===== src/rtl/uart_rx_pkg.sv =====
// rtl/uart_rx_pkg.sv - shared types and constants for the UART RX frame controller
// Purpose: frame FSM state encoding, parity type codes, legal oversampling
//          ratios and the 2-of-3 majority helper.
// Ports:   none (package).
package uart_rx_pkg;

  typedef enum logic [2:0] {
    IDLE   = 3'd0,
    START  = 3'd1,
    DATA   = 3'd2,
    PARITY = 3'd3,
    STOP   = 3'd4
  } rx_state_e;

  localparam logic PAR_EVEN = 1'b0;
  localparam logic PAR_ODD  = 1'b1;

  localparam int PRESC_8  = 8;
  localparam int PRESC_16 = 16;
  localparam int PRESC_32 = 32;

  function automatic logic maj3(input logic a, input logic b, input logic c);
    return (a & b) | (a & c) | (b & c);
  endfunction

endpackage


===== src/rtl/uart_rx_frame_ctrl_if.sv =====
// rtl/uart_rx_frame_ctrl_if.sv - serial line, counter handshake and byte result bundle
// Purpose: groups every non-clock/reset signal of uart_rx_frame_ctrl.
// Ports (master drives line/config/counter phase, slave drives results):
//   rx_in, prescale, par_en, par_typ, edge_cnt  -> slave
//   enable, p_data, data_valid, par_err, stp_err -> master
interface uart_rx_frame_ctrl_if #(
  parameter int DATA_W  = 8,
  parameter int PRESC_W = 6
);
  logic               rx_in;
  logic [PRESC_W-1:0] prescale;
  logic               par_en;
  logic               par_typ;
  logic [PRESC_W-1:0] edge_cnt;
  logic               enable;
  logic [DATA_W-1:0]  p_data;
  logic               data_valid;
  logic               par_err;
  logic               stp_err;

  modport master (
    output rx_in, prescale, par_en, par_typ, edge_cnt,
    input  enable, p_data, data_valid, par_err, stp_err
  );

  modport slave (
    input  rx_in, prescale, par_en, par_typ, edge_cnt,
    output enable, p_data, data_valid, par_err, stp_err
  );
endinterface


===== src/rtl/rx_data_sampler.sv =====
// rtl/rx_data_sampler.sv - three-tap mid-bit capture with majority vote
// Purpose: captures rx_in at edge_cnt == h-1, h, h+1 (h = prescale>>1) and
//          reports the 2-of-3 majority the cycle after the last tap.
// Ports:   clck, rst (async active-low), rx_in, prescale, edge_cnt,
//          sample_en -> sampled_bit, sample_done (1-cycle pulse).
module rx_data_sampler
  import uart_rx_pkg::*;
#(
  parameter int PRESC_W = 6
) (
  input  logic               clck,
  input  logic               rst,
  input  logic               rx_in,
  input  logic [PRESC_W-1:0] prescale,
  input  logic [PRESC_W-1:0] edge_cnt,
  input  logic               sample_en,
  output logic               sampled_bit,
  output logic               sample_done
);

  logic [PRESC_W-1:0] half;
  logic [2:0]         taps_q, taps_d;
  logic               done_q, done_d;

  assign half = prescale >> 1;

  always_comb begin
    taps_d = taps_q;
    done_d = 1'b0;
    if (sample_en) begin
      if (edge_cnt == half - PRESC_W'(1)) taps_d[0] = rx_in;
      if (edge_cnt == half)               taps_d[1] = rx_in;
      if (edge_cnt == half + PRESC_W'(1)) begin
        taps_d[2] = rx_in;
        done_d    = 1'b1;
      end
    end
  end

  // Taps reset to the idle line level so a stale vote never reads as a start bit.
  always_ff @(posedge clck or negedge rst) begin
    if (!rst) begin
      taps_q <= 3'b111;
      done_q <= 1'b0;
    end else begin
      taps_q <= taps_d;
      done_q <= done_d;
    end
  end

  assign sampled_bit = maj3(taps_q[0], taps_q[1], taps_q[2]);
  assign sample_done = done_q;

endmodule


===== src/rtl/uart_rx_frame_ctrl.sv =====
// rtl/uart_rx_frame_ctrl.sv - UART receive frame FSM, deserializer and error checks
// Purpose: walks start / DATA_W data bits (LSB first) / optional parity / stop,
//          delivers error-free bytes with a 1-cycle data_valid pulse and
//          flags parity and stop errors.
// Ports:   clck, rst (async active-low), bus (uart_rx_frame_ctrl_if.slave).
// Option:  RX_SYNC_EN - route rx_in through a 2-flop synchronizer (reset 1).
module uart_rx_frame_ctrl
  import uart_rx_pkg::*;
#(
  parameter int DATA_W  = 8,
  parameter int PRESC_W = 6
) (
  input logic                 clck,
  input logic                 rst,
  uart_rx_frame_ctrl_if.slave bus
);

  localparam int IDX_W = (DATA_W > 1) ? $clog2(DATA_W) : 1;

  logic rx_s;

`ifdef RX_SYNC_EN
  logic [1:0] sync_q;
  always_ff @(posedge clck or negedge rst) begin
    if (!rst) sync_q <= 2'b11;
    else      sync_q <= {sync_q[0], bus.rx_in};
  end
  assign rx_s = sync_q[1];
`else
  assign rx_s = bus.rx_in;
`endif

  rx_state_e          state_q, state_d;
  logic               enable_q, enable_d;
  logic [DATA_W-1:0]  shift_q, shift_d;
  logic [IDX_W-1:0]   idx_q, idx_d;
  logic [DATA_W-1:0]  p_data_q, p_data_d;
  logic               data_valid_q, data_valid_d;
  logic               par_err_q, par_err_d;
  logic               stp_err_q, stp_err_d;
  logic               par_en_q, par_en_d;
  logic               par_typ_q, par_typ_d;
  logic               stop_chk_q, stop_chk_d;

  logic sampled_bit, sample_done, bit_end;

  rx_data_sampler #(.PRESC_W(PRESC_W)) u_sampler (
    .clck        (clck),
    .rst         (rst),
    .rx_in       (rx_s),
    .prescale    (bus.prescale),
    .edge_cnt    (bus.edge_cnt),
    .sample_en   (enable_q),
    .sampled_bit (sampled_bit),
    .sample_done (sample_done)
  );

  assign bit_end = (bus.edge_cnt == bus.prescale);

  always_comb begin
    state_d      = state_q;
    enable_d     = enable_q;
    shift_d      = shift_q;
    idx_d        = idx_q;
    p_data_d     = p_data_q;
    data_valid_d = 1'b0;
    par_err_d    = par_err_q;
    stp_err_d    = stp_err_q;
    par_en_d     = par_en_q;
    par_typ_d    = par_typ_q;
    stop_chk_d   = stop_chk_q;
    case (state_q)
      IDLE: begin
        enable_d = 1'b0;
        if (!rx_s) begin
          state_d    = START;
          enable_d   = 1'b1;
          par_en_d   = bus.par_en;
          par_typ_d  = bus.par_typ;
          par_err_d  = 1'b0;
          stp_err_d  = 1'b0;
          stop_chk_d = 1'b0;
          idx_d      = '0;
        end
      end
      START: begin
        // A high mid-bit vote means the falling edge was noise, not a start bit.
        if (sample_done && sampled_bit) begin
          state_d  = IDLE;
          enable_d = 1'b0;
        end else if (bit_end) begin
          state_d = DATA;
          idx_d   = '0;
        end
      end
      DATA: begin
        if (sample_done) shift_d = {sampled_bit, shift_q[DATA_W-1:1]};
        if (bit_end) begin
          if (idx_q == IDX_W'(DATA_W - 1)) state_d = par_en_q ? PARITY : STOP;
          else                             idx_d   = idx_q + IDX_W'(1);
        end
      end
      PARITY: begin
        if (sample_done)
          par_err_d = sampled_bit != ((^shift_q) ^ (par_typ_q == PAR_ODD));
        if (bit_end) state_d = STOP;
      end
      STOP: begin
        // Leave right after the stop vote so a back-to-back start edge is not missed.
        if (stop_chk_q) begin
          stop_chk_d = 1'b0;
          if (!par_err_q && !stp_err_q) begin
            p_data_d     = shift_q;
            data_valid_d = 1'b1;
          end
          state_d  = IDLE;
          enable_d = 1'b0;
        end else if (sample_done) begin
          stp_err_d  = ~sampled_bit;
          stop_chk_d = 1'b1;
        end
      end
      default: begin
        state_d  = IDLE;
        enable_d = 1'b0;
      end
    endcase
  end

  always_ff @(posedge clck or negedge rst) begin
    if (!rst) begin
      state_q      <= IDLE;
      enable_q     <= 1'b0;
      shift_q      <= '0;
      idx_q        <= '0;
      p_data_q     <= '0;
      data_valid_q <= 1'b0;
      par_err_q    <= 1'b0;
      stp_err_q    <= 1'b0;
      par_en_q     <= 1'b0;
      par_typ_q    <= 1'b0;
      stop_chk_q   <= 1'b0;
    end else begin
      state_q      <= state_d;
      enable_q     <= enable_d;
      shift_q      <= shift_d;
      idx_q        <= idx_d;
      p_data_q     <= p_data_d;
      data_valid_q <= data_valid_d;
      par_err_q    <= par_err_d;
      stp_err_q    <= stp_err_d;
      par_en_q     <= par_en_d;
      par_typ_q    <= par_typ_d;
      stop_chk_q   <= stop_chk_d;
    end
  end

  assign bus.enable     = enable_q;
  assign bus.p_data     = p_data_q;
  assign bus.data_valid = data_valid_q;
  assign bus.par_err    = par_err_q;
  assign bus.stp_err    = stp_err_q;

endmodule


===== src/flat_wrapper.sv =====
// flat-port wrapper written by rule: the top's interface ports become plain ports
module uart_rx_frame_ctrl_flat import uart_rx_pkg::*;
#(
  parameter int DATA_W  = 8,
  parameter int PRESC_W = 6
)
  (clck, rst, bus_rx_in, bus_prescale, bus_par_en, bus_par_typ, bus_edge_cnt, bus_enable, bus_p_data, bus_data_valid, bus_par_err, bus_stp_err);
  uart_rx_frame_ctrl_if #(.DATA_W(DATA_W), .PRESC_W(PRESC_W)) bus_i ();
  input logic clck;
  input logic rst;
  input wire logic [$bits(bus_i.rx_in)-1:0] bus_rx_in;
  input wire logic [$bits(bus_i.prescale)-1:0] bus_prescale;
  input wire logic [$bits(bus_i.par_en)-1:0] bus_par_en;
  input wire logic [$bits(bus_i.par_typ)-1:0] bus_par_typ;
  input wire logic [$bits(bus_i.edge_cnt)-1:0] bus_edge_cnt;
  output wire logic [$bits(bus_i.enable)-1:0] bus_enable;
  output wire logic [$bits(bus_i.p_data)-1:0] bus_p_data;
  output wire logic [$bits(bus_i.data_valid)-1:0] bus_data_valid;
  output wire logic [$bits(bus_i.par_err)-1:0] bus_par_err;
  output wire logic [$bits(bus_i.stp_err)-1:0] bus_stp_err;
  assign bus_i.rx_in = bus_rx_in;
  assign bus_i.prescale = bus_prescale;
  assign bus_i.par_en = bus_par_en;
  assign bus_i.par_typ = bus_par_typ;
  assign bus_i.edge_cnt = bus_edge_cnt;
  assign bus_enable = bus_i.enable;
  assign bus_p_data = bus_i.p_data;
  assign bus_data_valid = bus_i.data_valid;
  assign bus_par_err = bus_i.par_err;
  assign bus_stp_err = bus_i.stp_err;
  uart_rx_frame_ctrl #(.DATA_W(DATA_W), .PRESC_W(PRESC_W)) u_core (.clck(clck), .rst(rst), .bus(bus_i));
endmodule

===== config.mk =====
export PLATFORM = sky130hd
export DESIGN_NAME = uart_rx_frame_ctrl_flat
export DESIGN_NICKNAME = d
export VERILOG_FILES = /design/src/rtl/uart_rx_pkg.sv /design/src/rtl/uart_rx_frame_ctrl_if.sv /design/src/rtl/rx_data_sampler.sv /design/src/rtl/uart_rx_frame_ctrl.sv /design/src/flat_wrapper.sv
export SDC_FILE = /design/constraint.sdc
export NUM_CORES = 1
export LEC_CHECK = 0
export ABC_AREA = 1
export CAP_MARGIN = 40
export CORE_MARGIN = 4
export CORE_UTILIZATION = 40
export CTS_BUF_LIST = sky130_fd_sc_hd__clkbuf_4 sky130_fd_sc_hd__clkbuf_8
export CTS_CLUSTER_SIZE = 25
export DETAILED_ROUTE_END_ITERATION = 8
export GPL_TIMING_DRIVEN = 0
export PLACE_DENSITY_LB_ADDON = 0.25
export SYNTH_ARGS = -nofsm -noshare
export SYNTH_HDL_FRONTEND = slang
export SYNTH_SLANG_ARGS = --single-unit

===== constraint.sdc =====
create_clock -name clck -period 1.45 [get_ports clck]
set_input_delay 0.435 -clock clck [delete_from_list [all_inputs] [get_ports clck]]
set_output_delay 0.435 -clock clck [all_outputs]
set_load 0.02 [all_outputs]

==> out/results.ini, run 1 <==
[timing]
rsz0062_at_grt=yes
final-setup-viol-count=0
period_share_pct=97.7
maxSlewViolCount=0
tightest_slew_ns=0.713
relSlewSlack_pct=52.5
skew_ns=0.00715
min_period_ns=1.42
clock.fmax_mhz=706
finalHoldViolations=0

[finish]
nFillCells=490
final_util_pct=53.6
n_antenna_cell=0
most-common-layout-cells=nand2_1, inv_1, dfrtp_1
drive_above_1_share_pct=24.3
final_common_cell=nand2_1
syn_to_final_growth_pct=27.2
final_cells=376
fin_nets=329

[power]
p_per_area_nw_per_um2=1290
p_leak_nw=1.26
ir_worst_vdd_mv=0.687
p_total_mw=3.33

[critical_path]
crit_required_ns=1.62
crit_type=flop to flop
cp-end-kind=flop
rr_startpoint=u_core.state_q[0]$_DFFE_PN0P_
worstReg2RegEnd=u_core.idx_q[0]$_DFFE_PN0P_
r2r_cells=8
arrival_ns=1.59
start_kind=flop
r2r_setup_slack_ns=0.03
worstPathMaxFanout=4

[routing]
wl_met3_um=159
ant_nets=0
routed_wl_um=4130
routedWlPerCell_um=11.0
drt-initial-drc-count=67
vias=1749
via_per_inst=4.65
met2WireLength_um=2020
wl_met1_um=1900
drc=0
top_layer_used=met4
firstDrtPassIters=4

[run]
max_cap_violations=0

[place]
place_congestion=0.865
dp_hpwl_um=3090
io_buffers=28
dp_cells=362

[cts]
cts_tree=done
cts_htree_levels=2
path_clk_slew_ns=0.07
clk-insertion-delay-late_ns=0.28
clock-root-buffer=clkbuf_8
cts_buffer_depth=2
clock-sinks=33
cts-buffers-inserted=5

[logic_synthesis]
synthAdderAreaFrac_pct=2.46
synth_top_family_by_area=simple AND/OR/NAND/NOR gates
synth_cell_types=28
synth_nets=288
synth-seq-cells=33
synth_edf_count=0
ys_seq_area_share_pct=40.9
synthSimpleGateAreaFrac_pct=29.1
synth_warnings=0
synth_compound_area_share_pct=9.43
syn-instance-count=267
synth_ff_type=dfrtp_1
async_flop_share_pct=100
synthMuxAreaShare_pct=0
synth_area_sq_um=2030
yosys.area_share.xor_xnor_pct=9.80
synth_area_per_cell_sq_um=7.61

[floorplanning]
dieArea_sq_um=6280
rows=25
die_x_um=79.3
core_area_sq_um=4820
ios=29
die_h_um=79.3
initial_utilization_pct=42.2

[global_route]
first_global_vias=1643
grtUsageTotal_pct=13.7
grt_pass1_wl_um=6920
grt_max_degree=34
grt_overflow=0
antenna_found_initial=0

[min_path]
hold_class=input port to async pin

[status]
outcome=finished clean

-- power by group --
part	leakage, nW	switching, mW	total (mW)	internal [mW]
clock network	0.0439	0.339	0.670	0.331
registers	0.437	0.168	1.25	1.09
logic	0.783	0.837	1.40	0.563
-- worst max-delay path: stages, from the launching register on --
cell     delay, ns
dfrtp_1       0.43
nor2_2        0.19
inv_2         0.08
nor2_4        0.14
buf_4         0.15
a21oi_4       0.06
buf_4         0.13
nand4_1       0.06
nand2_1       0.06
-- Yosys cell counts (5+ instances only) --
master / n / area, sq um
nand2_1: 87 / 327
inv_1: 32 / 120
dfrtp_1: 30 / 751
o21ai_0: 13 / 65.1
o21ai_1: 13 / 65.1
nor2_1: 12 / 45.0
xor2_1: 10 / 87.6
xnor2_1: 9 / 78.8
nand3_1: 8 / 40.0
inv_2: 7 / 26.3
nor2_2: 7 / 43.8
nor3_1: 6 / 30.0
nand4_1: 5 / 31.3
-- metrics by stage --
step	TNS (ns)	worst slack, ns	hold slack, ns	cell area [sq um]
floorplan	0	0.0460	0.139	2030
global placement	-29.83	-0.740	0.457	2390
detailed placement	-6.42	-0.724	0.458	2390
CTS	0	0.000909	0.236	2490
global route	-0.609	-0.0825	0.266	2580
finish	0	0.0337	0.198	2580
-- cell type report --
cell class / instances / area, sq um / share of cell area, %
flip-flops and latches: 33 / 832 / 32.2
inverters: 39 / 151 / 5.86
plain buffers: 2 / 22.5 / 0.872
multi-input cells: 193 / 1130 / 43.7
repair buffers: 34 / 277 / 10.7
clock inverters: 3 / 17.5 / 0.678
clock buffers: 5 / 68.8 / 2.66
well taps: 67 / 83.8 / 3.25
-- registers in the layout (all words and copies together), names as in the netlist --
signal,flops
u_core.u_sampler.taps_q,3
u_core.par_typ_q,1
u_core.bus.enable,1
u_core.bus.par_err,1
u_core.stop_chk_q,1
u_core.state_q,3
u_core.u_sampler.sample_done,1
u_core.bus.stp_err,1
u_core.idx_q,3
u_core.shift_q,8
u_core.bus.data_valid,1
u_core.bus.p_data,8
u_core.par_en_q,1
-- per-layer routing --
layer / global-route usage (%) / vias up
met5: 0 / -
met4: 4.64 / 0
met3: 2.83 / 5
met2: 24.5 / 30
met1: 16.2 / 798
li1: - / 916
-- worst max-delay path by stage --
stage	startpoint	depth (start not counted)	end
after floorplan	bus_prescale[1]	9	u_core.u_sampler.taps_q[2]$_DFFE_PN1P_
after global routing	u_core.state_q[0]$_DFFE_PN0P_	9	u_core.idx_q[1]$_DFFE_PN0P_
after CTS	bus_prescale[3]	10	u_core.idx_q[1]$_DFFE_PN0P_
after global placement	rst	1	u_core.idx_q[2]$_DFFE_PN0P_
after detailed placement	bus_prescale[1]	10	u_core.u_sampler.taps_q[2]$_DFFE_PN1P_
final	u_core.state_q[0]$_DFFE_PN0P_	8	u_core.idx_q[0]$_DFFE_PN0P_
-- what timing repair did --
item | 4_1_cts | 5_1_grt
endpoints found under the setup margin | 22 | 25
resized for setup | 46 | 38
pin swaps | 9 | 10
setup buffers | 2 | 4
hold buffers | 0 | 0
cloned | 0 | 0
-- cell families after synthesis --
group | count (synthesis)
compound gates | 34
fa+ha+maj | 4
buf+inv | 41
flops | 33
xor+xnor | 21
simple gates | 134
No activity file was read; power rests on OpenSTA's default activity.
==> run 2: changes to the inputs <==
--- a/config.mk
+++ b/config.mk
@@ -10,6 +10,7 @@
 export CORE_MARGIN = 4
 export CORE_UTILIZATION = 40
 export CTS_BUF_LIST = sky130_fd_sc_hd__clkbuf_4 sky130_fd_sc_hd__clkbuf_8
+export CTS_CLUSTER_DIAMETER = 200
 export CTS_CLUSTER_SIZE = 25
 export DETAILED_ROUTE_END_ITERATION = 8
 export GPL_TIMING_DRIVEN = 0
==> results of run 2 <==
The final DEF is identical to that of run 1; final timing and power are the same.
==> run 3: changes to the inputs <==
--- a/config.mk
+++ b/config.mk
@@ -13,7 +13,6 @@
 export CTS_CLUSTER_DIAMETER = 200
 export CTS_CLUSTER_SIZE = 25
 export DETAILED_ROUTE_END_ITERATION = 8
-export GPL_TIMING_DRIVEN = 0
 export PLACE_DENSITY_LB_ADDON = 0.25
 export SYNTH_ARGS = -nofsm -noshare
 export SYNTH_HDL_FRONTEND = slang
==> run 3 against run 2 <==
Effect of this change: highest routed layer unchanged; worst setup slack improved by 0.00083 ns; non-clock buffer count rose by 25; first-iteration DRC count rose by 6.0%; largest power group unchanged.
==> out/results.ini, run 3 (same netlist as run 1, synthesis figures left out) <==
[critical_path]
worstPathMaxFanout=2
cpPeakStageDelay_ns=0.38
worstReg2RegEnd=u_core.idx_q[0]$_DFFE_PN0P_
cp-end-kind=primary output
r2r_cells=7
slowest_stage=dfrtp_1
cp_top_family=flip-flops
start_kind=flop
crit_required_ns=1.02
cp-endpoint=bus_p_data[5]
r2r_setup_slack_ns=0.06
rr_startpoint=u_core.state_q[1]$_DFFE_PN0P_
path_buf_inv=1
path_depth=1
arrival_ns=0.98
crit_chain=dlygate4sd2_1
crit_path_start=u_core.bus.p_data[5]$_DFFE_PN0P_
crit_type=flop to primary output

[finish]
nFillCells=467
most-common-layout-cells=nand2_1, inv_1, dfrtp_1
final-seq-area_sq_um=832
syn_to_final_growth_pct=39.1
final_cells=401
n_antenna_cell=0
fin_nets=354
drive_above_1_share_pct=27.5
multiInputGateArea_sq_um=1140
final_util_pct=58.6
final_common_cell=nand2_1

[place]
dp_hpwl_um=3220
io_buffers=28
place_congestion=0.821
dp_cells=387

[timing]
rsz0062_at_grt=yes
min_period_ns=1.42
skew_ns=0.0104
clock.fmax_mhz=706
period_share_pct=97.6
maxSlewViolCount=0
final-setup-viol-count=0
tightest_slew_ns=0.347
relSlewSlack_pct=76.7
finalHoldViolations=0

[min_path]
hold_depth=2
hold_class=flop to flop

[floorplanning]
dieArea_sq_um=6280
die_h_um=79.3
die_x_um=79.3
rows=25
initial_utilization_pct=42.2
ios=29
core_area_sq_um=4820

[routing]
drt-initial-drc-count=71
firstDrtPassIters=4
via_per_inst=4.55
routed_wl_um=4160
ant_nets=0
drc=0
vias=1823
routedWlPerCell_um=10.4

[cts]
ctsHoldBuffers=0
clock-root-buffer=clkbuf_8
cts-buffers-inserted=5
cts_tree=done
clk-insertion-delay-late_ns=0.29
cts_htree_levels=2
clock-sinks=33
path_clk_slew_ns=0.07
cts_buffer_depth=2

[run]
max_cap_violations=0

[power]
p_total_mw=3.48
p_leak_nw=1.41
ir_worst_vdd_mv=0.593
p_per_area_nw_per_um2=1230

[global_route]
grtUsageTotal_pct=14.4
grt_max_degree=34
grt_overflow=0
grt_pass1_wl_um=7220
antenna_found_initial=0
first_global_vias=1682

[status]
outcome=finished clean

-- run 3: changes by cell type in the layout (fill, tap and decap cells not counted), moves of 2 or more --
cell | previous run | this run
buf_4 | 6 | 27
dlygate4sd2_1 | 9 | 13
buf_6 | 2 | 5
clkbuf_2 | 5 | 2
clkdlybuf4s15_1 | 5 | 8
clkdlybuf4s15_2 | 2 | 0
inv_2 | 8 | 10
inv_4 | 2 | 0
nor3_2 | 1 | 3
o21ai_1 | 12 | 14
xor2_4 | 0 | 2
-- run 3: power by group --
group          switching, mW  internal, mW
combinational          0.859         0.701
sequential             0.146          1.09
clock                  0.313         0.374
-- run 3: area by class of cell --
cell class | instances | area share [%]
Multi-Input combinational cell | 193 | 40.5
Clock inverter | 1 | 0.177
Timing Repair Buffer | 61 | 18.7
Tap cell | 67 | 2.97
Clock buffer | 7 | 2.97
Sequential cell | 33 | 29.5
Inverter | 39 | 5.18
-- run 3: worst min-delay path by stage --
stage / startpoint / endpoint
after floorplan: rst / u_core.bus.data_valid$_DFF_PN0_
after CTS: u_core.bus.p_data[0]$_DFFE_PN0P_ / u_core.bus.p_data[0]$_DFFE_PN0P_
after global routing: u_core.bus.p_data[0]$_DFFE_PN0P_ / u_core.bus.p_data[0]$_DFFE_PN0P_
after global placement: u_core.bus.p_data[0]$_DFFE_PN0P_ / u_core.bus.p_data[0]$_DFFE_PN0P_
final: u_core.bus.p_data[0]$_DFFE_PN0P_ / u_core.bus.p_data[0]$_DFFE_PN0P_
after detailed placement: u_core.bus.p_data[0]$_DFFE_PN0P_ / u_core.bus.p_data[0]$_DFFE_PN0P_
-- run 3: timing repair --
item / 4_1_cts / 5_1_grt
pin swaps: 12 / 20
setup endpoints to repair: 22 / 19
setup buffers: 1 / 5
resized for setup: 39 / 32
-- run 3: per-stage QoR --
stage / setup TNS, ns / worst slack [ns] / hold WS, ns / cell area [sq um]
2_1_floorplan: 0 / 0.0460 / 0.139 / 2030
6_report: 0 / 0.0345 / 0.470 / 2820
3_5_place_dp: -5.47 / -0.524 / 0.462 / 2590
5_1_grt: -0.182 / -0.0439 / 0.492 / 2820
3_3_place_gp: -5.08 / -0.524 / 0.453 / 2590
4_1_cts: 0 / 0.00731 / 0.474 / 2730
-- run 3: layer usage --
layer  global-route usage, %  up-vias  wire length, um  part of all wire [%]
met1                    17.7      816             1870                    45
met4                    5.15        0               68                   1.6
li1                        -      970                -                     -
met3                    2.83        5              179                   4.3
met5                       0        -                0                     0
met2                    24.9       32             2040                    49
-- run 3: worst register-to-register path, cell delays in order, from the launching register on --
cell     delay, ns
dfrtp_1       0.45
inv_1         0.19
nor2_4        0.08
buf_4         0.15
a21oi_4       0.18
nand3_2       0.11
nand2_1       0.08
nand2_1       0.04
